**src/rtl/updn_counter_pkg.sv**
```systemverilog
// Shared encodings for the parameterised up/down counter.
package updn_counter_pkg;

  // Overflow policy selected through the MODE parameter
  localparam int unsigned MODE_WRAP = 0;
  localparam int unsigned MODE_SAT  = 1;

  // Operation chosen for the current edge after priority decode
  typedef enum logic [2:0] {
    OP_HOLD  = 3'd0,
    OP_LOAD  = 3'd1,
    OP_CLAMP = 3'd2,
    OP_UP    = 3'd3,
    OP_DOWN  = 3'd4
  } op_e;

endpackage

```
**src/rtl/updn_next_calc.sv**
```systemverilog
// Combinational next-count arithmetic with wrap/saturate policy and flags.
module updn_next_calc
  import updn_counter_pkg::*;
#(
  parameter int unsigned WIDTH = 4,
  parameter int unsigned MODE  = MODE_WRAP
) (
  input  logic             dn,
  input  logic [WIDTH-1:0] count,
  input  logic [WIDTH-1:0] step,
  input  logic [WIDTH-1:0] max_val,
  output logic [WIDTH-1:0] next,
  output logic             ovf,
  output logic             unf
);

  logic [WIDTH:0] cnt_x;
  logic [WIDTH:0] max_x;
  logic [WIDTH:0] s_x;
  logic [WIDTH:0] sum_x;

  // Widen operands by one bit so sums and wrap terms never truncate
  always_comb begin
    cnt_x = {1'b0, count};
    max_x = {1'b0, max_val};
    s_x   = (step > max_val) ? max_x : {1'b0, step};
    sum_x = cnt_x + s_x;
    next  = count;
    ovf   = 1'b0;
    unf   = 1'b0;
    if (max_val == '0) begin
      // Single-value range: count is pinned, every non-zero request flags
      next = '0;
      if (step != '0) begin
        if (dn) unf = 1'b1;
        else    ovf = 1'b1;
      end
    end else if (!dn) begin
      if (sum_x > max_x) begin
        ovf  = 1'b1;
        next = (MODE == MODE_SAT) ? max_val : WIDTH'(sum_x - max_x - 1'b1);
      end else begin
        next = WIDTH'(sum_x);
      end
    end else begin
      if (s_x > cnt_x) begin
        unf  = 1'b1;
        next = (MODE == MODE_SAT) ? '0 : WIDTH'(cnt_x + max_x + 1'b1 - s_x);
      end else begin
        next = WIDTH'(cnt_x - s_x);
      end
    end
  end

endmodule

```
**src/rtl/updn_counter_param.sv**
```systemverilog
// Parameterised up/down counter with programmable range, step and load.
module updn_counter_param
  import updn_counter_pkg::*;
#(
  parameter int unsigned WIDTH = 4,
  parameter int unsigned MODE  = MODE_WRAP
) (
  input  logic             clk,
  input  logic             rst,
  input  logic             en,
  input  logic             load,
  input  logic             up,
  input  logic             down,
  input  logic [WIDTH-1:0] data,
  input  logic [WIDTH-1:0] step,
  input  logic [WIDTH-1:0] max_val,
  output logic [WIDTH-1:0] count,
  output logic             at_max,
  output logic             at_min,
  output logic             ovf,
  output logic             unf
);

  op_e              op;
  logic [WIDTH-1:0] calc_next;
  logic             calc_ovf;
  logic             calc_unf;

  // Priority decode of the per-edge operation (reset handled in the register)
  always_comb begin
    op = OP_HOLD;
    if (load)                op = OP_LOAD;
    else if (count > max_val) op = OP_CLAMP;
    else if (!en)            op = OP_HOLD;
    else if (up && down)     op = OP_HOLD;
    else if (up)             op = OP_UP;
    else if (down)           op = OP_DOWN;
  end

  updn_next_calc #(
    .WIDTH (WIDTH),
    .MODE  (MODE)
  ) u_calc (
    .dn      (op == OP_DOWN),
    .count   (count),
    .step    (step),
    .max_val (max_val),
    .next    (calc_next),
    .ovf     (calc_ovf),
    .unf     (calc_unf)
  );

  // Count and one-cycle flag registers
  always_ff @(posedge clk) begin
    if (rst) begin
      count <= '0;
      ovf   <= 1'b0;
      unf   <= 1'b0;
    end else begin
      ovf <= 1'b0;
      unf <= 1'b0;
      case (op)
        OP_LOAD:  count <= (data > max_val) ? max_val : data;
        OP_CLAMP: count <= max_val;
        OP_UP: begin
          count <= calc_next;
          ovf   <= calc_ovf;
        end
        OP_DOWN: begin
          count <= calc_next;
          unf   <= calc_unf;
        end
        default:  count <= count;
      endcase
    end
  end

  // Range indicators follow count directly
  always_comb begin
    at_max = (count == max_val);
    at_min = (count == '0);
  end

endmodule

```
**config.mk**
```make
export PLATFORM = sky130hd
export DESIGN_NAME = updn_counter_param
export DESIGN_NICKNAME = d
export VERILOG_FILES = /design/src/rtl/updn_counter_pkg.sv /design/src/rtl/updn_next_calc.sv /design/src/rtl/updn_counter_param.sv
export SDC_FILE = /design/constraint.sdc
export NUM_CORES = 1
export LEC_CHECK = 0
export CORE_MARGIN = 5
export CORE_UTILIZATION = 49
export CTS_CLUSTER_DIAMETER = 200
export CTS_CLUSTER_SIZE = 25
export DETAILED_ROUTE_END_ITERATION = 8
export PLACE_DENSITY = 0.79
export SLEW_MARGIN = 40
export SYNTH_ARGS = -nofsm -noshare
export SYNTH_HDL_FRONTEND = slang
export SYNTH_SLANG_ARGS = --single-unit
```
**constraint.sdc**
```tcl
create_clock -name clk -period 4.6 [get_ports clk]
set_clock_uncertainty 0.2 [all_clocks]
set_input_delay 0.69 -clock clk [delete_from_list [all_inputs] [get_ports clk]]
set_output_delay 0.69 -clock clk [all_outputs]
set_load 0.03 [all_outputs]
```
==> results.yml, run 1 <==
run_status:
  status: "finished, final reports clean"
clock_tree:
  clkSlewWorstSetupHoldPaths_ps: 50
  cts_buffers: 3
  cts_tree: "done"
  clock_path_buffers: 2
  clock_sinks: 6
  cts_root_buf: "clkbuf_4"
  htree_num_levels: 1
  cts_hold_buffers: 0
  insertion_delay_ps: 250
sta:
  tightestPinTransition_ps: 627.0
  drv_slew: 0
  final-hold-violation-count: 0
  finalSetupViolations: 0
  fin_worst_hold_slack_ps: 523.1
  finalCritPeriodShare_pct: 99.10
  worst_slack_ps: 41.31
  slew_headroom_pct: 57.85
  fmax_mhz: 219.4
  post-route-min-period_ps: 4559
power:
  power_frac_seq_pct: 9.6
  p_leak_nw: 1.101
  p_int_mw: 0.4433
  switching_share_pct: 47.51
  p_switching_mw: 0.4012
  powerDensity_nw_per_um2: 363.1
  ir_worst_vdd_mv: 0.1882
  p_clk_share_pct: 6.0
  pwr-share-comb_pct: 84.4
setup_path:
  crit_required_ps: 4520
  crit_arrival_ps: 4480
  ff2ff_path_depth: 12
  rrSetupSlack_ps: 1100
  r2r_start: "count[1]"
  cp-startpoint: "max_val[1]"
  rr_endpoint: "count[1]"
  crit_path_end_kind: "flip-flop"
  path_max_fanout: 6
  worstSetupStartpointType: "input port"
  crit_type: "in2reg"
route:
  drtPass1Iterations: 4
  via_per_inst: 5.725
  routedWlPerCell_um: 17.05
  drtAntennaViolNets: 0
  wirelength_um: 5030
  drt_iter0_markers: 95
  drc_errors: 0
  num_vias: 1689
synth:
  synth_compound_area_share_pct: 21.21
  synth_top_family_by_area: "adder cells"
  yosysWarningCount: 0
  syn_area_um2: 1545
  syn_nets: 247
  synth.distinct_cells: 47
  synth-seq-area-share_pct: 7.773
  synth-edff-count: 0
  muxShareOfSynthArea_pct: 7.045
  ys_ff_latch: 6
  syn-instance-count: 189
  synthAdderAreaFrac_pct: 35.30
  synth_xor_area_share_pct: 7.368
  syn_avg_cell_area_um2: 8.176
  async_flop_share_pct: 0
  synth-simple-area-share_pct: 15.06
  ys.flop_type: "dfxtp_1"
floorplanning:
  rows: 20
  die_w_um: 66.16
  start_util_pct: 51.03
  die_h_um: 66.16
  core_area_um2: 3028
  die_area_um2: 4376
  io_pins: 26
global_route:
  grt_pass1_vias: 1724
  grt_pass1_wl_um: 7831
  antenna_found_initial: 0
  grt_max_degree: 12
  overflow: 0
  grt_usage_pct: 23.57
finish:
  design_area_um2: 2326
  finalNonFillerCells: 295
  n_fill_cell: 209
  nets: 311
  syn_to_final_growth_pct: 50.53
  drive_gt1_share_pct: 30.28
  finish.utilization_pct: 76.82
  antenna_cells: 0
placed_design:
  gp_congestion: 0.9020
  placed_cell_area_um2: 2096
  place_ws_ps: -556.6
  io_buffer_count: 25
  dp_cells: 285
  dp_hpwl_um: 3736
run:
  drv_cap: 0
worst_hold_path:
  min_path_type: "reg2reg"
  whs_endpoint: "count[1]"
  hold_depth: 2
  hp-start: "count[1]"
==> state kept, by name, summed over array words and instances, names as in the netlist <==
signal	cells
unf	1
count	4
ovf	1
==> per-layer routing <==
metal	GRT usage, %	share of wire (%)	vias to the layer above
li1	-	-	796
met1	27.34	40	814
met2	42.13	50	60
met3	4.252	5.5	19
met4	9.391	4.2	0
met5	0	0	-
==> worst max-delay path, stage by stage <==
cell and delay [ps]:
clkdlybuf4s15_2 210, clkinvlp_4 110, ha_4 240, and3b_2 230, a2111oi_4 300, nor2_4 90, buf_4 160, mux2_4 310
buf_4 150, ha_2 170, o21bai_4 170, xnor2_2 220, ha_1 310, a21o_1 200, a211o_4 370, mux2_4 320
a21oi_2 140, a211oi_1 80
==> repair_timing <==
| item | 4_1_cts | 5_1_grt |
|---|---|---|
| buffers inserted | 5 | 2 |
| pin swaps | 13 | 10 |
| setup endpoints to repair | 4 | 4 |
| resized for setup | 24 | 10 |
==> Yosys cell counts, types with 3 or more instances <==
cell type	number	area, um^2
dfxtp_1	6	120.1
a21oi_1	13	65.06
inv_1	21	78.83
ha_1	34	425.4
nor2_1	13	48.80
o21bai_1	4	30.03
xor2_1	6	52.55
mux2i_1	6	60.06
xnor2_1	7	61.31
fa_1	6	120.1
o21ai_1	5	25.02
nand2_1	15	56.30
a211oi_1	3	22.52
nand4_1	3	18.77
nor3_1	4	20.02
nor4_1	3	18.77
==> layout make-up <==
cell class	count	area [um^2]	area share, %
multi-input cells	158	1514	65.09
repair buffers	61	524.3	22.54
flip-flops and latches	6	120.1	5.164
inverters	23	90.09	3.873
well taps	44	55.05	2.367
clock buffers	3	22.52	0.9683
==> layout by cell type, fill, tap and decap left out, types with 3 or more instances in the layout <==
cell type and instances:
o21ai_2 3, xnor2_1 5, a21oi_2 4, inv_1 18, o21ai_1 4, dfxtp_1 6
buf_4 36, a211oi_1 3, nor3_1 4, o21bai_1 3, ha_1 25, dlymetal6s2s_1 3
clkbuf_4 3, nor2_1 12, clkdlybuf4s50_1 17, nand2_1 15, inv_2 4, mux2i_1 6
ha_4 7, mux2_4 3, fa_1 5, a21oi_1 11, xor2_1 5, nand4_1 3
dlygate4sd2_1 4
==> per-stage QoR <==
stage,TNS [ps],power [mW]
2_1_floorplan,0,0.4815
3_3_place_gp,-1686,0.6683
3_5_place_dp,-2171,0.6875
4_1_cts,0,0.7906
5_1_grt,-177.1,0.9095
6_report,0,0.8445
==> power groups by stage <==
stage	combinational, mW	sequential, mW	clock [mW]
after floorplan	0.393	0.0889	0
after global routing	0.772	0.0831	0.0540
after detailed placement	0.606	0.0813	0
final	0.712	0.0811	0.0510
after CTS	0.659	0.0805	0.0508
after global placement	0.587	0.0818	0
==> worst max-delay path by stage <==
stage                     endpoint  slack [ps]  depth (start not counted)
after global routing      count[1]        -100                         18
after detailed placement  count[1]        -560                         19
after CTS                 count[1]          20                         21
after floorplan           count[1]          40                         18
final                     count[1]          40                         18
after global placement    count[1]        -430                         19
==> kinds of logic after synthesis <==
kind of cell | count (synthesis)
adder cells (fa/ha/maj) | 40
multiplexers | 10
flip-flops | 6
AND/OR/NAND/NOR | 48
AO/OA/AOI/OAI | 47
XOR/XNOR | 13
buffers and inverters | 25
No activity file was read; power rests on OpenSTA's default activity.
==> run 2, diff against run 1 <==
Settings changed: CORE_MARGIN 5 to 2.
==> run 2 against run 1 <==
Against the previous run:
- via count is 1.1% higher
- register-to-register slack worse by 40 ps
- critical path depth is 1 higher
- hold slack better by 18 ps
- cell count is 1.0% higher
- total power is 2.0% higher
- global-route usage is 5.4 points higher
- fmax is 0.19% lower
- sequential share of layout area hardly changed
- flip-flop and latch count stayed put
- clock power hardly changed
- routed wire length is 2.6% higher
==> results.yml, run 2 (synthesized netlist as in run 1, its figures left out) <==
run_status:
  status: "finished, final reports clean"
global_route:
  antenna_found_initial: 0
  grt_pass1_wl_um: 7741
  grt_max_degree: 12
  grt_pass1_vias: 1652
  grt_usage_pct: 29.01
  overflow: 0
finish:
  largest_reg_flops: 4
  nets: 314
  drive_gt1_share_pct: 31.50
  final_cell_mix: "buf_4 (39), ha_1 (27), clkdlybuf4s50_1 (19), inv_1 (16), nand2_1 (15)"
  largestRegisters: "count: 4 flops, ovf: 1 flops, unf: 1 flops"
  max_flop_register: "count"
  antenna_cells: 0
  syn_to_final_growth_pct: 50.61
  layout_commonest_cell: "buf_4"
  design_area_um2: 2327
  finalNonFillerCells: 298
placed_design:
  gp_congestion: 0.9153
  dp_hpwl_um: 3648
  placed_cell_area_um2: 2118
  place_ws_ps: -579.7
  io_buffer_count: 25
  dp_cells: 288
clock_tree:
  cts_tree: "done"
  clkSlewWorstSetupHoldPaths_ps: 50
  cts_hold_buffers: 0
  clock_path_buffers: 2
  cts_root_buf: "clkbuf_4"
  cts_buffers: 3
  clock_sinks: 6
  htree_num_levels: 1
  insertion_delay_ps: 250
route:
  via_per_inst: 5.732
  drtAntennaViolNets: 0
  wirelength_um: 5160
  drtPass1Iterations: 5
  routedWlPerCell_um: 17.32
  wl_met3_um: 285
  routed.top_layer: "met4"
  drc_errors: 0
  routed-wl-met2_um: 2506
  drt_iter0_markers: 109
  num_vias: 1708
  drt-met1-wl_um: 2164
setup_path:
  rr_endpoint: "count[1]"
  crit_arrival_ps: 4480
  critPathCapture: "count[1]"
  crit_type: "in2reg"
  cp-startpoint: "max_val[3]"
  ff2ff_path_depth: 11
  path_max_fanout: 6
  crit_path_end_kind: "flip-flop"
  worstSetupStartpointType: "input port"
  r2r_start: "count[1]"
  crit_required_ps: 4520
  rrSetupSlack_ps: 1060
sta:
  tightestPinTransition_ps: 611.1
  tns_ps: 0
  finalCritPeriodShare_pct: 99.29
  final-hold-violation-count: 0
  drv_slew: 0
  finalSetupViolations: 0
  fmax_mhz: 218.9
  worst_slack_ps: 32.72
  slew_headroom_pct: 58.92
  post-route-min-period_ps: 4567
power:
  p_switching_mw: 0.4080
  total_power_mw: 0.8613
  powerDensity_nw_per_um2: 370.1
  ir_worst_vdd_mv: 0.1865
  pwr-share-comb_pct: 84.8
  p_clk_share_pct: 6.0
  power_frac_seq_pct: 9.2
  p_int_mw: 0.4533
  switching_share_pct: 47.37
  p_leak_nw: 1.090
floorplanning:
  die_w_um: 60.16
  rows: 20
  die_area_um2: 3619
  die_h_um: 60.16
  core_area_um2: 3028
  io_pins: 26
  start_util_pct: 51.03
run:
  drv_cap: 0
worst_hold_path:
  min_path_type: "reg2reg"
==> run 2: metal layers <==
metal,up-vias,track usage (%)
met5,-,0
met1,803,37.42
met2,76,49.07
li1,806,-
met3,23,3.247
met4,0,11.11
==> run 2: repair_timing <==
| item | in CTS | in global routing |
|---|---|---|
| gates resized for setup | 21 | 17 |
| endpoints found under the setup margin | 4 | 4 |
| pin swaps | 9 | 15 |
| cloned | 0 | 0 |
| buffers inserted | 3 | 4 |
==> run 2: layout make-up <==
| cell class | count | area (um^2) |
|---|---|---|
| clock buffers | 3 | 22.52 |
| fillers | 195 | 700.7 |
| inverters | 23 | 90.09 |
| multi-input cells | 158 | 1510 |
| flip-flops and latches | 6 | 120.1 |
| well taps | 44 | 55.05 |
| repair buffers | 64 | 529.3 |
==> run 2: worst min-delay path by stage <==
stage / startpoint / to / slack [ps] / depth (start not counted)
finish: count[1] / count[1] / 540 / 2
CTS: count[1] / count[1] / 550 / 2
detailed placement: count[1] / count[1] / 540 / 2
global route: count[1] / count[1] / 580 / 2
global placement: count[1] / count[1] / 540 / 2
floorplan: count[1] / count[1] / 550 / 2
==> run 2: power groups by stage <==
stage | Sequential (mW) | Clock, mW | Combinational, mW
after floorplan | 0.0889 | 0 | 0.393
after global placement | 0.0815 | 0 | 0.600
after detailed placement | 0.0805 | 0 | 0.619
after CTS | 0.0798 | 0.0519 | 0.646
after global routing | 0.0817 | 0.0562 | 0.789
final | 0.0797 | 0.0513 | 0.730
==> run 2: worst max-delay path, stage by stage <==
cell             delay, ps
clkdlybuf4s50_1        480
inv_1                   80
ha_4                   280
nand4_1                120
o21ai_2                140
nor2_4                  80
o21ai_2                150
ha_2                   210
inv_2                   40
fa_2                   410
xor2_4                 210
ha_4                   260
a21oi_4                150
o21ai_1                100
a21o_1                 190
a211o_4                370
mux2_4                 310
a21oi_2                130
a211oi_1                80
==> run 2: stage by stage <==
step | util [%] | hold WS [ps]
6_report | 76.86 | 541.3
5_1_grt | 76.86 | 583.7
4_1_cts | 73.35 | 548.1
3_5_place_dp | 69.96 | 542.2
3_3_place_gp | 69.75 | 542.8
2_1_floorplan | - | 553.6
==> run 3, diff against run 2 <==
Settings changed: CORE_ASPECT_RATIO from default to 1.1.
==> run 3 against run 2 <==
Against the previous run:
- sequential share of layout area decreased by 0.11 points
- cell count did not move
- total power grew 3.7%
- sequential power down 5.8%
- register-to-register slack improved by 140 ps
- core utilization grew 1.9 points
- routed wire length up 0.12%
==> results.yml, run 3 (synthesized netlist as in run 1, its figures left out) <==
finish:
  max_flop_register: "count"
  final_cell_mix: "buf_4 (47), ha_1 (28), clkdlybuf4s50_1 (17), inv_1 (16), nand2_1 (15)"
  antenna_cells: 0
  largest_reg_flops: 4
  drive_gt1_share_pct: 34.47
  largestRegisters: "count: 4 flops, ovf: 1 flops, unf: 1 flops"
  syn_to_final_growth_pct: 53.93
  layout_commonest_cell: "buf_4"
  nets: 324
clock_tree:
  clock_sinks: 6
  cts_root_buf: "clkbuf_4"
  insertion_delay_ps: 260
  cts_tree: "done"
  clkSlewWorstSetupHoldPaths_ps: 60
  htree_num_levels: 1
  cts_hold_buffers: 0
  cts_buffers: 3
  clock_path_buffers: 2
worst_hold_path:
  hp-start: "count[1]"
  hold_depth: 3
  min_path_type: "reg2reg"
  whs_endpoint: "count[1]"
floorplanning:
  die_h_um: 62.90
  io_pins: 26
  start_util_pct: 51.14
  die_area_um2: 3619
  core_area_um2: 3022
  rows: 21
  die_w_um: 57.54
route:
  num_vias: 1772
  via_per_inst: 5.946
  drtAntennaViolNets: 0
  drc_errors: 0
  drt_iter0_markers: 106
  drtPass1Iterations: 4
  wirelength_um: 5166
  routedWlPerCell_um: 17.34
power:
  switching_share_pct: 46.61
  p_int_mw: 0.4770
  pwr-share-comb_pct: 85.8
  powerDensity_nw_per_um2: 375.6
  p_clk_share_pct: 5.8
  p_switching_mw: 0.4164
  power_frac_seq_pct: 8.4
  p_leak_nw: 1.145
  ir_worst_vdd_mv: 0.2784
setup_path:
  rr_endpoint: "count[1]"
  crit_family: "compound AO/OA/AOI/OAI gates"
  worstSetupStartpointType: "input port"
  path_buf_inv: 3
  crit_arrival_ps: 4450
  r2r_start: "count[0]"
  crit_path_end_kind: "flip-flop"
  crit_required_ps: 4540
  crit_type: "in2reg"
  crit_chain: "buf_8 > clkinvlp_4 > ha_4 > and3b_2 > a2111oi_4 > nor2_4 > o21ai_2 > ha_2 > inv_2 > fa_2 > xor2_4 > ha_4 > a21oi_4 > o21ai_2 > a21o_1 > a211o_4 > mux2_4 > a21oi_2 > a211oi_2"
  slowest_stage: "fa_2"
  path_max_fanout: 6
  critPathMaxStageDelay_ps: 410
  ff2ff_path_depth: 12
  rrSetupSlack_ps: 1200
global_route:
  grt_pass1_vias: 1734
  grt_pass1_wl_um: 8093
  overflow: 0
  antenna_found_initial: 0
  grt_usage_pct: 28.61
  grt_max_degree: 12
sta:
  drv_slew: 0
  tns_ps: 0
  fmax_mhz: 221.7
  tightestPinTransition_ps: 709.9
  worst_slack_ps: 89.72
  rsz0062_at_grt: "true"
  finalSetupViolations: 0
  final-hold-violation-count: 0
  finalCritPeriodShare_pct: 98.05
  post-route-min-period_ps: 4510
  slew_headroom_pct: 52.28
run_status:
  status: "finished, final reports clean"
placed_design:
  place_ws_ps: -566.0
  dp_hpwl_um: 3570
  gp_congestion: 0.9353
  io_buffer_count: 25
run:
  drv_cap: 0
run 3: final cells by class:
type	count	area (um^2)
fill	210	643.1
sequential	6	120.1
clock buffer	3	22.52
timing repair buffer	74	616.8
inverter	23	92.59
tap	34	42.54
multi-input combinational	158	1484
run 3: how the worst max path moves through the flow:
stage,end,cells after the start,slack (ps),from
finish,count[1],19,90,max_val[1]
detailed placement,count[1],19,-570,max_val[1]
CTS,count[1],18,20,max_val[1]
global route,count[1],19,-40,max_val[1]
floorplan,count[1],18,40,max_val[1]
global placement,count[1],19,-430,max_val[1]
run 3: through the flow:
step	hold WS, ps	instance area (um^2)	utilization, %	power [mW]	std cells
after floorplan	553.6	1577	-	0.4815	189
after global placement	494.5	2092	69.23	0.6820	277
after detailed placement	482.3	2098	69.44	0.6933	277
after CTS	491.1	2272	75.20	0.8033	294
after global routing	563.4	2379	78.72	0.9583	298
final	527.4	2379	78.72	0.8934	298
run 3: power by group through the flow:
stage | Clock (mW) | Combinational, mW | Sequential, mW
5_1_grt | 0.0550 | 0.827 | 0.0762
4_1_cts | 0.0490 | 0.680 | 0.0744
6_report | 0.0518 | 0.767 | 0.0751
3_3_place_gp | 0 | 0.607 | 0.0754
3_5_place_dp | 0 | 0.618 | 0.0751
2_1_floorplan | 0 | 0.393 | 0.0889
run 3: worst min-delay path, cell delays in order (launching register included):
cell and delay, ps:
dfxtp_1 300, buf_4 180, nor2_1 140, a211oi_2 50
run 3: layer usage:
metal  GRT usage, %  share of wire (%)  vias to the layer above  wire length (um)
li1               -                  -                      821                 -
met2          47.44                 48                       97              2504
met5              0                  0                        -                 0
met3          6.004                7.3                       20               376
met1          34.80                 40                      834              2087
met4          12.79                3.8                        0               197
run 3: what timing repair did:
action                     in CTS  in global routing
resized for setup              17                 34
cloned                          0                  0
pin swaps                      11                 19
setup endpoints to repair       5                  4
buffers inserted               14                  4
